<file path="src/rtl/handshake_const_check.sv">
// Consumer-side checker for a constant-generator handshake channel.
// Each accepted input token is compared against CONST_VALUE; the 1-bit match
// result is queued in a 2-entry output buffer and mismatches are counted with
// saturation.
//
// Ports:
//   clk, rst          clock, asynchronous active-low reset
//   ins, ins_valid    input token and its valid
//   ins_ready         buffer has room (fewer than 2 entries)
//   outs, outs_valid  match bit of the head token and its valid
//   outs_ready        downstream ready
//   mismatch_count    saturating count of accepted tokens that did not match
//   mismatch_sat      mismatch_count is all-ones
module handshake_const_check #(
  parameter int unsigned DATA_WIDTH  = 32,
  parameter logic [31:0] CONST_VALUE = 32'hFFFF_FFFD,
  parameter int unsigned CNT_WIDTH   = 16
) (
  input  logic                  clk,
  input  logic                  rst,
  input  logic [DATA_WIDTH-1:0] ins,
  input  logic                  ins_valid,
  output logic                  ins_ready,
  output logic                  outs,
  output logic                  outs_valid,
  input  logic                  outs_ready,
  output logic [CNT_WIDTH-1:0]  mismatch_count,
  output logic                  mismatch_sat
);

  localparam logic [DATA_WIDTH-1:0] CONST_W = DATA_WIDTH'(CONST_VALUE);

  typedef enum logic [1:0] {
    EMPTY = 2'd0,
    ONE   = 2'd1,
    FULL  = 2'd2
  } occ_e;

  occ_e                 state_q, state_d;
  logic                 head_q, head_d;
  logic                 tail_q, tail_d;
  logic [CNT_WIDTH-1:0] cnt_q, cnt_d;

  logic accept_c;
  logic release_c;
  logic match_c;

  // Handshake qualifiers; both come from registered state only
  assign accept_c  = ins_valid && (state_q != FULL);
  assign release_c = outs_ready && (state_q != EMPTY);
  assign match_c   = (ins == CONST_W);

  // State and payload registers
  always_ff @(posedge clk or negedge rst) begin
    if (!rst) begin
      state_q <= EMPTY;
      head_q  <= 1'b0;
      tail_q  <= 1'b0;
      cnt_q   <= '0;
    end else begin
      state_q <= state_d;
      head_q  <= head_d;
      tail_q  <= tail_d;
      cnt_q   <= cnt_d;
    end
  end

  // Next-state, buffer slot and counter logic
  always_comb begin
    state_d = state_q;
    head_d  = head_q;
    tail_d  = tail_q;
    cnt_d   = cnt_q;

    case (state_q)
      EMPTY: begin
        if (accept_c) begin
          state_d = ONE;
          head_d  = match_c;
        end
      end
      ONE: begin
        if (accept_c && !release_c) begin
          state_d = FULL;
          tail_d  = match_c;
        end else if (release_c && !accept_c) begin
          state_d = EMPTY;
        end else if (accept_c && release_c) begin
          // Head leaves and the new token takes its place
          head_d = match_c;
        end
      end
      FULL: begin
        if (release_c) begin
          state_d = ONE;
          head_d  = tail_q;
        end
      end
      default: begin
        state_d = EMPTY;
      end
    endcase

    if (accept_c && !match_c && !(&cnt_q)) begin
      cnt_d = cnt_q + CNT_WIDTH'(1);
    end
  end

  // Outputs decoded from registers only
  assign ins_ready      = (state_q != FULL);
  assign outs_valid     = (state_q != EMPTY);
  assign outs           = head_q;
  assign mismatch_count = cnt_q;
  assign mismatch_sat   = &cnt_q;

endmodule

</file>
<file path="config.mk">
export PLATFORM = sky130hd
export DESIGN_NAME = handshake_const_check
export DESIGN_NICKNAME = d
export VERILOG_FILES = /design/src/rtl/handshake_const_check.sv
export SDC_FILE = /design/constraint.sdc
export NUM_CORES = 1
export LEC_CHECK = 0
export CELL_PAD_IN_SITES_DETAIL_PLACEMENT = 0
export CELL_PAD_IN_SITES_GLOBAL_PLACEMENT = 1
export CORE_MARGIN = 2
export CORE_UTILIZATION = 27
export DETAILED_ROUTE_END_ITERATION = 6
export GPL_TIMING_DRIVEN = 0
export PLACE_DENSITY_LB_ADDON = 0.1
export REMOVE_ABC_BUFFERS = 1
export SETUP_SLACK_MARGIN = 0.5
export SYNTH_ARGS = -nofsm -noshare
export SYNTH_HDL_FRONTEND = slang
export SYNTH_SLANG_ARGS = --single-unit
</file>
<file path="constraint.sdc">
create_clock -name clk -period 1.7 [get_ports clk]
set_input_delay 0.17 -clock clk [delete_from_list [all_inputs] [get_ports clk]]
set_output_delay 0.17 -clock clk [all_outputs]
set_load 0.01 [all_outputs]
</file>
==> results of run 1 <==
==> layout make-up <==
type                    count  area share [%]
flip-flops and latches     20           20.65
clock buffers               3           1.683
well taps                  52           2.652
multi-input cells          89           38.14
repair buffers            100           35.70
inverters                   5           1.173
==> synth_stat cells (3+ instances only) <==
| cell type | instances |
|---|---|
| xnor2_1 | 12 |
| inv_1 | 5 |
| nor2_1 | 6 |
| dfrtp_1 | 20 |
| nand2_1 | 7 |
| ha_1 | 4 |
| o21ai_0 | 4 |
| nand3_1 | 6 |
| nand3_2 | 3 |
| and3_1 | 3 |
| nand4_1 | 13 |
==> layout by cell type (no fill, tap or decap), drive strengths merged, types with 2 or more instances in the layout <==
cell type	synthesis	final
inv	5	5
dlygate4sd2	0	35
nand3	9	9
clkdlybuf4s50	0	4
nand4b	2	2
nor4	4	4
ha	4	4
nand4	14	14
nand2	8	8
a21oi	3	4
nor2	6	6
and3	5	5
clkbuf	0	4
dfrtp	20	20
nand2b	3	3
buf	3	58
xnor2	12	12
mux2	2	2
o21ai	4	4
and2	2	2
==> power breakdown <==
part | internal (µW) | leakage, µW | total (µW) | switching, µW
sequential | 585 | 0.000259 | 708 | 123
combinational | 844 | 0.000902 | 1460 | 617
clock | 158 | 0.0000216 | 323 | 165
==> metrics by stage <==
stage	power [µW]	utilization (%)	std cells	hold slack, ns
floorplan	1042	-	113	-0.1256
detailed placement	1425	41.52	220	0.4978
finish	2492	56.74	269	0.07619
global route	2640	56.74	269	0.1383
CTS	2293	53.18	259	0.4834
global placement	1405	41.52	220	0.4950
==> logic make-up after synthesis <==
logic type | Yosys count
simple gates | 56
flops | 20
xor+xnor | 13
compound gates | 12
buf+inv | 8
fa+ha+maj | 4
mux | 3
==> registers in the layout, indices dropped and copies added, names as in the netlist <==
register        count
state_q             2
outs                1
tail_q              1
mismatch_count     16
==> critical path, cell delays in order (launching register included) <==
cell	delay, ns
dfrtp_2	0.45
or2_4	0.28
nand2_4	0.10
inv_4	0.05
ha_4	0.15
o41ai_2	0.20
o21ai_1	0.13
o21ai_1	0.13
o21ai_1	0.08
==> worst min-delay path by stage <==
stage | start | endpoint | slack [ns] | cells past startpoint
global route | rst | mismatch_count[8] | 0.14 | 1
finish | rst | mismatch_count[8] | 0.08 | 1
global placement | tail_q | tail_q | 0.49 | 2
CTS | rst | mismatch_count[15] | 0.48 | 1
detailed placement | mismatch_count[12] | mismatch_count[12] | 0.50 | 1
floorplan | rst | mismatch_count[0] | -0.13 | 0
==> repair_timing <==
item,in CTS,in global routing
gates cloned,1,0
buffers inserted,35,10
pin swaps,29,17
endpoints found under the setup margin,40,48
gates resized for setup,153,27
==> per-layer routing <==
metal	track usage, %	vias up	wire, µm
met4	2.516	0	14
li1	-	635	-
met2	27.10	51	2092
met1	21.35	648	1696
met3	2.564	2	227
met5	0	-	0
==> impl_metrics.env, run 1 <==
export IMPL_grt_overflow=0
export IMPL_clkSlewWorstSetupHoldPaths_ns=0.08
export IMPL_placeableCoreArea_mm2=0.004324
export IMPL_first_pass_iters=4
export IMPL_synth_edf_count=0
export IMPL_post_route_min_period_ns=1.669
export IMPL_p_leak_uw=0.001182
export IMPL_synth_warning_count=0
export IMPL_fp_dieArea_mm2=0.005023
export IMPL_routed_wl_um=4031
export IMPL_period_share_pct=98.19
export IMPL_outcome="complete, no violations"
export IMPL_vias=1336
export IMPL_area_of_combinational_cells_with_multiple_inputs_um2=935.9
export IMPL_effective_utilization_at_floorplan_pct=27.92
export IMPL_synth_adder_area_share_pct=4.145
export IMPL_worst_ep_required_time_ns=1.85
export IMPL_synthXorXnorAreaFrac_pct=9.430
export IMPL_synthSimpleGateAreaFrac_pct=31.50
export IMPL_timing_final_max_slew_violations=0
export IMPL_grt_pass1_vias=1351
export IMPL_maxCapViolations=0
export IMPL_r2r_start="state_q[1]"
export IMPL_postSynthCellCount=116
export IMPL_rsz_0062_raised_after_global_routing="true"
export IMPL_synth_flop_cell="dfrtp_1"
export IMPL_syn_avg_cell_area_um2=10.41
export IMPL_yosysTopAreaCellShare_pct=41.45
export IMPL_routed_wire_length_per_instance_um=14.99
export IMPL_layout_area_seq_um2=506.7
export IMPL_syn_cell_area_mm2=0.001207
export IMPL_cp_arrival_ns=1.81
export IMPL_worstSetupEndpoint="outs"
export IMPL_width_of_the_die_um=70.87
export IMPL_finalClockSkew_ns=0.003087
export IMPL_setup_reg_to_reg_worst_slack_ns=0.03
export IMPL_synth_async_sr_flop_share_pct=100.0
export IMPL_cts_max_level=1
export IMPL_timing_fmax_mhz=599.1
export IMPL_reg2regPathDepth=8
export IMPL_tightest_slew_ns=1.014
export IMPL_drt_iter0_drcs=72
export IMPL_fill_cells=391
export IMPL_drc=0
export IMPL_synth_seq_area_share_pct=41.45
export IMPL_antenna_found_initial=0
export IMPL_worstReg2RegEnd="outs"
export IMPL_clock_root_buffer="clkbuf_8"
export IMPL_hold_viol=0
export IMPL_fin_area_mm2=0.002454
export IMPL_synth_compound_area_share_pct=6.943
export IMPL_cts_stage_hold_buffer_count=0
export IMPL_finalSetupViolations=0
export IMPL_power_density_mw_per_mm2=1016
export IMPL_placement_io_buffers=55
export IMPL_ys_ff_latch=20
export IMPL_antenna_cells=0
export IMPL_boundaryPins=56
export IMPL_cell_types_occupying_the_most_area_after_synthesis="dfrtp_1 41%, xnor2_1 8.7%, nand4_1 6.7%"
export IMPL_yosys_area_top_type="dfrtp_1"
export IMPL_pre_cts_ws_ns=-0.4399
export IMPL_irDropWorstVdd_mv=0.4737
export IMPL_nets=259
export IMPL_start_kind="register"
export IMPL_worst_skew_pair_late_latency_ns=0.26
export IMPL_cts_sink_count=20
export IMPL_global_placement_routability_congestion=0.6840
export IMPL_synth_area_mux_share_pct=2.694
export IMPL_cts_max_path_buffers=2
export IMPL_synth_top_family_by_area="simple AND/OR/NAND/NOR gates"
export IMPL_grt_usage_pct=15.79
export IMPL_floorplan_rows=24
export IMPL_timing_max_slew_rel_slack_pct=32.26
export IMPL_end_kind="register"
export IMPL_grt_start_max_net_pins=21
export IMPL_number_of_clock_buffers_inserted_by_tritoncts=3
export IMPL_yosysUniqueCellTypes=36
export IMPL_antenna_violating_nets_post_route=0
export IMPL_worstSetupStartpoint="state_q[1]"
export IMPL_tritoncts_clock_tree="done"
export IMPL_post_route_cells_drive_above_1_share_pct=53.00
export IMPL_detailed_place_area_mm2=0.001795
export IMPL_dp_hpwl_um=2313
export IMPL_timing_hold_worst_class="input port to asynchronous set/reset pin"
export IMPL_cp_max_fo=4
export IMPL_grt_pass1_wl_um=6444
export IMPL_viasPerCell=4.967
export IMPL_die_h_um=70.87
export IMPL_worst_setup_path_type="register to register"
export IMPL_totalNegativeSetupSlack_ns=0
export IMPL_synthToLayoutAreaGrowth_pct=103.2
export IMPL_final_critical_path_setup_slack_ns=0.03083
Note: power is estimated with default switching activity, not from simulation.
==> run 2, diff against run 1 <==
==> constraint.sdc (replaced) <==
create_clock -name clk -period 1.7 [get_ports clk]
set_input_delay 0.34 -clock clk [delete_from_list [all_inputs] [get_ports clk]]
set_output_delay 0.34 -clock clk [all_outputs]
set_load 0.01 [all_outputs]
==> run 2 against run 1 <==
Cell count is 3.3% higher. Flip-flop and latch count did not move. Largest cell class is now non-clock buffers. Critical endpoint is now mismatch_sat. Sequential share of layout area is 1.2 points lower. Maximum frequency down 0.93%. Routed wire length grew 0.15%. Worst setup slack worse by 0.016 ns. Count of clock-buffer cells in the layout stayed put. Via count rose by 1.9%. Clock power about the same. Hold slack better by 0.23 ns. Total power up 3.1%. Global-route usage is 0.055 points higher.
==> impl_metrics.env, run 2 (synthesis gave the netlist of run 1 again) <==
export IMPL_dp_hpwl_um=2313
export IMPL_post_route_cells_drive_above_1_share_pct=61.50
export IMPL_worst_hold_margin_ns=0.3071
export IMPL_grt_pass1_wl_um=6513
export IMPL_placed_cells=220
export IMPL_period_share_pct=99.11
export IMPL_nets=268
export IMPL_routed_wl_um=4037
export IMPL_timing_fmax_mhz=593.5
export IMPL_viasPerCell=4.899
export IMPL_timing_final_max_slew_violations=0
export IMPL_layout_cells_most_common="buf_6"
export IMPL_cts_sink_count=20
export IMPL_r2r_start="mismatch_count[1]"
export IMPL_area_of_combinational_cells_with_multiple_inputs_um2=957.2
export IMPL_tritoncts_clock_tree="done"
export IMPL_cp_slowest_stage_delay_ns=0.37
export IMPL_critPathSlowestCell="dfrtp_1"
export IMPL_outcome="complete, no violations"
export IMPL_grt_usage_pct=15.84
export IMPL_boundaryPins=56
export IMPL_drc=0
export IMPL_timing_max_slew_rel_slack_pct=36.46
export IMPL_drt_iter0_drcs=58
export IMPL_finalSetupViolations=0
export IMPL_rsz_0062_raised_after_global_routing="true"
export IMPL_die_h_um=70.87
export IMPL_layout_cells_most_common_list="41 x buf_6, 28 x buf_4, 17 x dlygate4sd2_1"
export IMPL_placeableCoreArea_mm2=0.004324
export IMPL_worst_ep_required_time_ns=1.36
export IMPL_cp_cell_sequence="and2_4, nand3_4, nor4_4, buf_2"
export IMPL_cts_max_level=1
export IMPL_fp_dieArea_mm2=0.005023
export IMPL_cts_max_path_buffers=2
export IMPL_cp_max_fo=3
export IMPL_number_of_clock_buffers_inserted_by_tritoncts=3
export IMPL_grt_start_max_net_pins=21
export IMPL_hold_viol=0
export IMPL_final_cells=278
export IMPL_irDropWorstVdd_mv=0.4516
export IMPL_grt_overflow=0
export IMPL_p_leak_uw=0.001231
export IMPL_layout_area_seq_um2=506.7
export IMPL_clkSlewWorstSetupHoldPaths_ns=0.08
export IMPL_finalClockSkew_ns=0.005590
export IMPL_fill_cells=360
export IMPL_power_density_mw_per_mm2=988.0
export IMPL_antenna_violating_nets_post_route=0
export IMPL_worst_setup_path_type="register to primary output"
export IMPL_finalPower_uw=2569
export IMPL_setup_reg_to_reg_worst_slack_ns=0.02
export IMPL_placement_io_buffers=55
export IMPL_floorplan_rows=24
export IMPL_first_pass_iters=4
export IMPL_maxCapViolations=0
export IMPL_antenna_found_initial=0
export IMPL_cp_arrival_ns=1.34
export IMPL_clock_root_buffer="clkbuf_8"
export IMPL_grt_pass1_vias=1367
export IMPL_totalNegativeSetupSlack_ns=0
export IMPL_start_kind="register"
export IMPL_worst_skew_pair_late_latency_ns=0.26
export IMPL_tightest_slew_ns=0.9532
export IMPL_antenna_cells=0
export IMPL_reg2regPathDepth=7
export IMPL_end_kind="primary output"
export IMPL_vias=1362
export IMPL_post_route_min_period_ns=1.685
export IMPL_routed_wire_length_per_instance_um=14.52
export IMPL_timing_hold_worst_class="input port to asynchronous set/reset pin"
export IMPL_global_placement_routability_congestion=0.6840
export IMPL_cts_stage_hold_buffer_count=0
export IMPL_synthToLayoutAreaGrowth_pct=115.3
export IMPL_worstReg2RegEnd="mismatch_count[1]"
export IMPL_width_of_the_die_um=70.87
export IMPL_effective_utilization_at_floorplan_pct=27.92
export IMPL_number_of_flip_flops_under_the_largest_register_name=16
run 2: cell count changes in the layout (fill, tap and decap cells not counted), moves of 4 or more:
cell             delta
buf_2               +5
buf_6              +18
clkdlybuf4s15_1     +8
clkdlybuf4s50_1     -4
dlygate4sd2_1      -18
run 2: worst max-delay path by stage:
stage                  startpoint                 end  slack, ns  cells past startpoint
2_1_floorplan          state_q[0]                outs      -0.13                      8
3_3_place_gp              ins[20]  mismatch_count[14]      -0.56                      6
3_5_place_dp              ins[22]  mismatch_count[14]      -0.61                      6
4_1_cts         mismatch_count[1]        mismatch_sat      0.006                      4
5_1_grt                state_q[0]                outs      -0.08                      9
6_report       mismatch_count[13]        mismatch_sat       0.02                      4
run 2: worst max-delay path, delay by kind of cell (launching register included):
family | cells | cell delay [ns]
and+or+nand+nor | 3 | 0.55
DFF | 1 | 0.37
buffers and inverters | 1 | 0.17
run 2: final cells by class:
cell class,count,share of cell area [%]
clock buffer,3,1.588
inverter,5,1.107
multi-input combinational,88,36.81
sequential,20,19.49
tap,52,2.502
timing repair buffer,110,38.50
run 2: stage by stage:
step	util (%)	setup slack (ns)	cell area, µm²
after floorplan	-	-0.1256	1180
after global placement	41.52	-0.5620	1795
after detailed placement	41.52	-0.6099	1795
after CTS	55.47	0.005958	2399
after global routing	60.13	-0.08099	2600
final	60.13	0.01516	2600
run 2: power by group:
| group | leakage [µW] | total (µW) | internal [µW] | switching [µW] |
|---|---|---|---|---|
| sequential | 0.000259 | 713 | 585 | 128 |
| clock | 0.0000216 | 323 | 158 | 165 |
| combinational | 0.000951 | 1530 | 916 | 618 |
| total | 0.00123 | 2570 | 1660 | 911 |
run 2: layer usage:
layer / wire (µm) / global-route usage, % / up-vias
met5: 0 / 0 / -
met4: 14 / 2.516 / 0
met3: 220 / 2.707 / 2
met2: 2029 / 27.83 / 54
met1: 1773 / 20.80 / 657
li1: - / - / 649
run 2: timing repair:
item / 4_1_cts / 5_1_grt
pin swaps: 36 / 14
endpoints found under the setup margin: 60 / 44
gates resized for setup: 223 / 27
gates cloned: 0 / 0
buffers inserted: 46 / 9
==> run 3, diff against run 2 <==
--- a/config.mk
+++ b/config.mk
@@ -12,6 +12,7 @@
 export DETAILED_ROUTE_END_ITERATION = 6
 export GPL_TIMING_DRIVEN = 0
 export PLACE_DENSITY_LB_ADDON = 0.1
+export RECOVER_POWER = 100
 export REMOVE_ABC_BUFFERS = 1
 export SETUP_SLACK_MARGIN = 0.5
 export SYNTH_ARGS = -nofsm -noshare
==> run 3 against run 2 <==
Register-to-register slack about the same. Clock skew down 0.00091 ns. Clock power about the same. Total power down 2.7%. Largest power group unchanged. Worst setup slack worse by 0.0058 ns. Core utilization down 1.8 points. Die area unchanged. Flip-flop and latch count unchanged. Critical path type is now register to register. Design area down 3.0%. Sequential share of layout area up 0.56 points. Critical path depth up 3.
==> impl_metrics.env, run 3 (synthesis gave the netlist of run 1 again) <==
export IMPL_outcome="complete, no violations"
export IMPL_grt_usage_pct=15.84
export IMPL_tritoncts_clock_tree="done"
export IMPL_cp_arrival_ns=1.84
export IMPL_layout_cells_most_common="buf_6"
export IMPL_layout_cells_most_common_list="31 x buf_6, 26 x buf_4, 17 x dlygate4sd2_1"
export IMPL_antenna_violating_nets_post_route=0
export IMPL_number_of_flip_flops_under_the_largest_register_name=16
export IMPL_number_of_clock_buffers_inserted_by_tritoncts=3
export IMPL_first_pass_iters=4
export IMPL_worst_ep_required_time_ns=1.85
export IMPL_tightest_slew_ns=1.162
export IMPL_effective_utilization_at_floorplan_pct=27.92
export IMPL_routed_wl_um=4034
export IMPL_irDropWorstVdd_mv=0.4468
export IMPL_placed_cells=220
export IMPL_grt_overflow=0
export IMPL_totalNegativeSetupSlack_ns=0
export IMPL_placement_io_buffers=55
export IMPL_timing_fmax_mhz=591.5
export IMPL_fp_dieArea_mm2=0.005023
export IMPL_placeableCoreArea_mm2=0.004324
export IMPL_end_kind="register"
export IMPL_floorplan_rows=24
export IMPL_clkSlewWorstSetupHoldPaths_ns=0.08
export IMPL_vias=1356
export IMPL_period_share_pct=99.45
export IMPL_timing_hold_worst_class="input port to asynchronous set/reset pin"
export IMPL_rsz_0062_raised_after_global_routing="true"
export IMPL_viasPerCell=4.878
export IMPL_grt_pass1_vias=1367
export IMPL_clock_root_buffer="clkbuf_8"
export IMPL_worst_setup_path_type="register to register"
export IMPL_width_of_the_die_um=70.87
export IMPL_grt_pass1_wl_um=6513
export IMPL_antenna_cells=0
export IMPL_cts_max_level=1
export IMPL_nets=268
export IMPL_timing_final_max_slew_violations=0
export IMPL_post_route_cells_drive_above_1_share_pct=55.75
export IMPL_maxCapViolations=0
export IMPL_cp_max_fo=5
export IMPL_antenna_found_initial=0
export IMPL_cts_sink_count=20
export IMPL_finalClockSkew_ns=0.004682
export IMPL_final_cells=278
export IMPL_global_placement_routability_congestion=0.6840
export IMPL_hold_viol=0
export IMPL_grt_start_max_net_pins=21
export IMPL_drc=0
export IMPL_start_kind="register"
export IMPL_drt_iter0_drcs=64
export IMPL_worst_skew_pair_late_latency_ns=0.26
export IMPL_post_route_min_period_ns=1.691
export IMPL_boundaryPins=56
export IMPL_power_density_mw_per_mm2=991.6
export IMPL_routed_wire_length_per_instance_um=14.51
export IMPL_die_h_um=70.87
export IMPL_p_leak_uw=0.001171
export IMPL_synthToLayoutAreaGrowth_pct=108.8
export IMPL_cts_max_path_buffers=2
export IMPL_timing_max_slew_rel_slack_pct=22.56
export IMPL_finalSetupViolations=0
export IMPL_dp_hpwl_um=2313
-- run 3: cell type report --
class,count,area [µm²]
inverters,5,28.78
well taps,52,65.06
fillers,375,1803
flip-flops and latches,20,505.5
clock buffers,3,41.29
multi-input cells,88,957.2
repair buffers,110,923.4
-- run 3: what timing repair did --
action	4_1_cts	5_1_grt
pin swaps	36	14
setup endpoints to repair	60	44
buffers inserted	46	9
gates resized for setup	223	27
hold buffers	0	0
-- run 3: metal layers --
layer | GRT usage (%) | part of all wire [%]
met5 | 0 | 0
met4 | 2.516 | 0.35
met3 | 2.707 | 5.5
met2 | 27.83 | 50
met1 | 20.80 | 44
-- run 3: final timing paths --
| path | start | to | slack, ns | depth (start not counted) |
|---|---|---|---|---|
| setup / recovery | mismatch_count[1] | mismatch_count[1] | 0.009 | 7 |
| hold / removal | rst | mismatch_count[8] | 0.29 | 1 |
| setup reg to reg | mismatch_count[1] | mismatch_count[1] | 0.009 | 7 |
| hold reg to reg | outs | outs | 0.52 | 2 |
| max in group asynchronous | rst | state_q[1] | 0.64 | 1 |
| min in group clk | outs | outs | 0.52 | 2 |
-- run 3: per-stage QoR --
stage                     util, %  instance area [µm²]  hold slack (ns)  setup WS [ns]  total power, µW
after floorplan                 -                 1180          0.04441        -0.1256             1042
after global placement      41.52                 1795           0.4950        -0.5620             1405
after detailed placement    41.52                 1795           0.4978        -0.6099             1425
after CTS                   55.47                 2399           0.3803       0.005958             2433
after global routing        58.30                 2521           0.3895       -0.08099             2640
final                       58.30                 2521           0.2889       0.009325             2500
-- run 3: critical path: stages (launching register included) --
cell	delay (ns)
dfrtp_1	0.41
ha_4	0.18
nand2_4	0.05
nor4_4	0.30
buf_4	0.17
nand2b_4	0.09
nand2_4	0.08
mux2_4	0.29
-- run 3: power by group --
group / internal, µW / total, µW / switching, µW
logic: 857 / 1470 / 617
clock network: 158 / 324 / 166
registers: 582 / 702 / 120
